`src/rtl/fp32_pkg.sv`:
```
// Shared widths and constants for the packed-to-IEEE binary32 converter.
// The packed mantissa is signed Q1.22, so 0x400000 represents 1.0.
package fp32_pkg;
    localparam int EXPONENT_WIDTH = 8;
    localparam int MANTISSA_WIDTH = 24;
    localparam int FRACTION_WIDTH = 23;
    localparam int DATA_WIDTH     = EXPONENT_WIDTH + MANTISSA_WIDTH;
    localparam int EXP_BIAS       = 127;
    localparam int MANT_POINT     = 22;
    localparam int EXP_MAX        = 255;

    localparam logic [31:0] FP32_POS_INF = 32'h7F80_0000;
    localparam logic [31:0] FP32_ZERO    = 32'h0000_0000;

    typedef enum logic [1:0] {
        RES_NORMAL,
        RES_ZERO,
        RES_OVF,
        RES_UNF
    } res_kind_e;

    // 0x800000 maps onto itself, which is the correct unsigned magnitude.
    function automatic logic [MANTISSA_WIDTH-1:0] mant_abs(input logic [MANTISSA_WIDTH-1:0] m);
        return m[MANTISSA_WIDTH-1] ? (~m + 1'b1) : m;
    endfunction
endpackage

```
`src/rtl/lzc24.sv`:
```
// Combinational leading-one detector for a 24-bit magnitude.
module lzc24 (
    input  logic [23:0] mag,
    output logic [4:0]  pos,
    output logic        zero
);
    always_comb begin
        pos = 5'd0;
        for (int i = 0; i < 24; i++) begin
            if (mag[i]) pos = i[4:0];
        end
        zero = (mag == 24'd0);
    end
endmodule

```
`src/rtl/fp32_packed_to_ieee_converter.sv`:
```
// Three-stage packed {exp, signed mant} to IEEE binary32 converter with bypass,
// valid/ready flow control and saturating overflow / flush-to-zero counters.
module fp32_packed_to_ieee_converter
    import fp32_pkg::*;
#(
    parameter int CNT_WIDTH = 16
) (
    input  logic                  clk,
    input  logic                  rst,
    input  logic                  i_valid,
    output logic                  i_ready,
    input  logic                  i_conv_op,
    input  logic [DATA_WIDTH-1:0] i_data,
    output logic                  o_valid,
    input  logic                  o_ready,
    output logic [31:0]           o_data,
    input  logic                  i_cnt_clear,
    output logic [CNT_WIDTH-1:0]  o_ovf_cnt,
    output logic [CNT_WIDTH-1:0]  o_unf_cnt
);
    logic                      adv;
    logic                      v1, conv1;
    logic [DATA_WIDTH-1:0]     raw1;
    logic [MANTISSA_WIDTH-1:0] mag1;
    logic                      v2, conv2, zero2;
    logic [DATA_WIDTH-1:0]     raw2;
    logic [4:0]                pos2;
    logic [FRACTION_WIDTH-1:0] norm2;
    logic [4:0]                pos;
    logic                      zero;
    logic signed [9:0]         e;
    res_kind_e                 kind;
    logic [31:0]               result;
    logic                      sign;
    logic                      ovf_evt, unf_evt;

    assign adv     = ~o_valid | o_ready;
    assign i_ready = adv;

    lzc24 u_lzc (
        .mag  (mag1),
        .pos  (pos),
        .zero (zero)
    );

    // Raw word rides along every stage so bypass keeps the same latency.
    always_comb begin
        sign = raw2[MANTISSA_WIDTH-1];
        e    = $signed({2'b00, raw2[DATA_WIDTH-1 -: EXPONENT_WIDTH]})
             + $signed({5'b00000, pos2})
             - $signed(10'(MANT_POINT));
        kind = RES_NORMAL;
        if (zero2)                             kind = RES_ZERO;
        else if (e >= $signed(10'(EXP_MAX)))   kind = RES_OVF;
        else if (e <= 10'sd0)                  kind = RES_UNF;
        case (kind)
            RES_ZERO: result = FP32_ZERO;
            RES_OVF:  result = FP32_POS_INF | {sign, 31'h0};
            RES_UNF:  result = {sign, 31'h0};
            default:  result = {sign, e[7:0], norm2};
        endcase
        if (!conv2) result = raw2;
        ovf_evt = v2 & conv2 & (kind == RES_OVF);
        unf_evt = v2 & conv2 & (kind == RES_UNF);
    end

    always_ff @(posedge clk or posedge rst) begin
        if (rst) begin
            v1      <= 1'b0;
            conv1   <= 1'b0;
            raw1    <= '0;
            mag1    <= '0;
            v2      <= 1'b0;
            conv2   <= 1'b0;
            zero2   <= 1'b1;
            raw2    <= '0;
            pos2    <= '0;
            norm2   <= '0;
            o_valid <= 1'b0;
            o_data  <= '0;
        end else if (adv) begin
            v1      <= i_valid;
            conv1   <= i_conv_op;
            raw1    <= i_data;
            mag1    <= mant_abs(i_data[MANTISSA_WIDTH-1:0]);
            v2      <= v1;
            conv2   <= conv1;
            zero2   <= zero;
            raw2    <= raw1;
            pos2    <= pos;
            norm2   <= FRACTION_WIDTH'(mag1 << (5'd23 - pos));
            o_valid <= v2;
            if (v2) o_data <= result;
        end
    end

    // Clear wins over a same-cycle increment.
    always_ff @(posedge clk or posedge rst) begin
        if (rst) begin
            o_ovf_cnt <= '0;
            o_unf_cnt <= '0;
        end else if (i_cnt_clear) begin
            o_ovf_cnt <= '0;
            o_unf_cnt <= '0;
        end else if (adv) begin
            if (ovf_evt && !(&o_ovf_cnt)) o_ovf_cnt <= o_ovf_cnt + 1'b1;
            if (unf_evt && !(&o_unf_cnt)) o_unf_cnt <= o_unf_cnt + 1'b1;
        end
    end
endmodule

```
`config.mk`:
```
export PLATFORM = sky130hd
export DESIGN_NAME = fp32_packed_to_ieee_converter
export DESIGN_NICKNAME = d
export VERILOG_FILES = /design/src/rtl/fp32_pkg.sv /design/src/rtl/lzc24.sv /design/src/rtl/fp32_packed_to_ieee_converter.sv
export SDC_FILE = /design/constraint.sdc
export NUM_CORES = 1
export LEC_CHECK = 0
export BUFFER_PORTS_ARGS = -buffer_cell sky130_fd_sc_hd__buf_2
export CORE_MARGIN = 2
export CORE_UTILIZATION = 50
export DETAILED_ROUTE_END_ITERATION = 8
export PLACE_DENSITY = 0.69
export SLEW_MARGIN = 10
export SYNTH_ARGS = -nofsm -noshare
export SYNTH_HDL_FRONTEND = slang
export SYNTH_SLANG_ARGS = --single-unit
```
`constraint.sdc`:
```
create_clock -name clk -period 10.5 [get_ports clk]
set_input_delay 1.575 -clock clk [delete_from_list [all_inputs] [get_ports clk]]
set_output_delay 1.575 -clock clk [all_outputs]
set_load 0.01 [all_outputs]
```
==> results_dict.tcl <==
set metrics [dict create \
    outcome "completed" \
    reg2reg_slack_ps 6270 \
    cts_buffer_depth 2 \
    diodes 0 \
    cts_sinks 185 \
    final_area_um2 11220 \
    cp.required_ps 8930 \
    row_count 51 \
    reg2reg_from "raw2[25]" \
    drive_gt1_share_pct 14.16 \
    stdcell_count 1480 \
    placed_area_um2 10640 \
    fillers 1797 \
    holdWs_ps 458.4 \
    ys_ff_latch 185 \
    maxSlewHeadroom_pct 24.47 \
    p_per_area_nw_per_um2 269.8 \
    cp_data_arrival_time_ps 3210 \
    grt_overflow 0 \
    dp_hpwl_um 17500 \
    drtAntennaViolNets 0 \
    synth_compound_area_share_pct 16.30 \
    synthXorXnorAreaFrac_pct 4.368 \
    yosysWarnings 0 \
    yosys.area.top_type_share_pct 45.93 \
    setup-tns-final_ps 0 \
    holdBufCountCts 0 \
    initial_core_util_pct 51.17 \
    die_h_um 145.6 \
    ios 104 \
    async_flop_share_pct 100.0 \
    hp-start "raw2[0]" \
    dieArea_um2 21200 \
    remaining_drc_errors 0 \
    ys_seq_area_share_pct 46.19 \
    gp_congestion 0.9013 \
    root_buffer "clkbuf_16" \
    vdd_ir_drop_max_v 0.0001304 \
    detailedPlace.worstSlack_ps 5436 \
    synth.area.top_cells "dfrtp_1 46%, nand2_1 11%, o21ai_0 4.9%" \
    path_clk_slew_ps 70 \
    final-hold-violation-count 0 \
    grt_pass1_vias 7895 \
    dp_cells 1448 \
    avgSynthCellArea_um2 8.747 \
    clock_latency_ps 440 \
    min_period_over_period_pct 45.55 \
    synth_top_family_by_area "simple AND/OR/NAND/NOR gates" \
    track_usage_pct 23.85 \
    cts_buffers 17 \
    synth_cell_types 79 \
    crit_start "o_ready" \
    netlist_area_um2 10020 \
    cp-start-kind "input pin" \
    synth_nets 1201 \
    crit_fanout 76 \
    drv_cap 0 \
    fin_ws_ps 5718 \
    rsz0062_at_grt "false" \
    cts_max_level 4 \
    post_cts_buffers 0 \
    holdCritPathClass "reg -> reg" \
    hold_end "raw2[0]" \
    r2r-end "o_unf_cnt[8]" \
    nNetsFinal 1257 \
    portBuffers 103 \
    ys.flop_type "dfrtp_1" \
    final_max_slew_viol_count 0 \
    synthMuxAreaShare_pct 4.431 \
    synth_edf_count 0 \
    tightest_slew_ps 1133 \
    finalWirelength_um 24660 \
    synth-simple-area-share_pct 22.58 \
    holdPathStages 2 \
    cts_resized 0 \
    antenna_found_initial 0 \
    first_iter_violations 696 \
    avgViaCountPerCell 5.689 \
    max_freq_mhz 209.1 \
    dr.pass1.iters 5 \
    die-width_um 145.6 \
    vias 8419 \
    rr_worst_depth 13 \
    grt_pass1_wl_um 41520 \
    finalClockSkew_ps 11.58 \
    wl_per_cell_um 16.66 \
    synth_fa_ha_area_share_pct 2.197 \
    leakage_nw 5.356 \
    core-area_um2 19590 \
    finalSetupViolations 0 \
    yosys.area.top_type "dfrtp_1" \
    endpoint_kind "output port" \
    syn_inst 1146 \
    cts_tree "done" \
    period_needed_ps 4782 \
    worstSetupPathType "in -> out" \
    syn2layout_area_growth_pct 11.94 \
    grt_max_degree 107 \
]
==> per-stage QoR <==
step	power [mW]	utilization [%]
CTS	3.026	57.28
global route	3.244	57.28
detailed placement	2.382	54.29
floorplan	2.023	-
finish	3.027	57.28
global placement	2.356	54.29
==> worst max-delay path, cell delays in order <==
cell	delay [ps]
buf_2	110
nor2b_4	90
buf_4	580
inv_2	520
buf_2	300
==> registers in the layout, indices dropped and copies added (netlist names), 5 cells and up <==
register / count
mag1: 23
raw2: 32
raw1: 32
o_data: 32
norm2: 23
o_unf_cnt: 16
pos2: 5
o_ovf_cnt: 16
==> cells in the mapped netlist, drive strengths merged (8+ instances only) <==
master / number
buf: 14
clkbuf: 59
nor2: 72
xor2: 45
nand2: 288
mux2i: 35
nand4: 12
a21oi: 31
a22o: 10
o21ai: 105
ha: 16
nor4: 11
mux2: 8
inv: 23
nor2b: 32
a31oi: 29
dfrtp: 184
nand3: 23
or4: 8
and2: 8
and3: 14
==> per-layer routing <==
metal	up-vias	part of all wire, %	track usage [%]
met5	-	0	0
met4	0	0.80	4.951
met3	17	5.3	4.420
met2	229	45	36.00
met1	4079	49	36.09
li1	4094	-	-
==> final cells by class <==
class                      instances  area, um^2  area share (%)
clock inverter                    15       161.4           1.438
sequential                       185        4631           41.26
timing repair buffer             110       568.0           5.062
multi-input combinational        865        5014           44.68
clock buffer                      17       425.4           3.791
inverter                          23       91.34          0.8139
tap                              265       331.6           2.955
==> cell families after synthesis <==
kind of cell    after synthesis
xor+xnor                     50
fa+ha+maj                    17
flops                       185
compound gates              255
mux                          43
buf+inv                      96
simple gates                500
==> how the worst max path moves through the flow <==
stage / end / cells past startpoint / slack (ps)
floorplan: conv1 / 1 / 3900
global placement: o_unf_cnt[8] / 10 / 5510
detailed placement: o_unf_cnt[8] / 10 / 5440
CTS: i_ready / 5 / 5680
global route: i_ready / 5 / 5580
finish: i_ready / 5 / 5720
==> cell usage in the layout, fill, tap and decap left out, drive strengths merged, types with 17 or more instances in the layout <==
cell type / Yosys / routed
nor2: 72 / 72
clkbuf: 59 / 17
a31oi: 29 / 29
mux2i: 35 / 35
o21ai: 105 / 105
dfrtp: 184 / 184
a21oi: 31 / 31
nand3: 23 / 23
nand2: 288 / 288
xor2: 45 / 45
buf: 14 / 110
nor2b: 32 / 32
inv: 23 / 31
==> where the power goes <==
part	internal [mW]	switching, mW
clock network	0.338	0.310
registers	0.918	0.171
logic	0.486	0.805
total	1.74	1.29
Power figures use the tool's default switching activity.
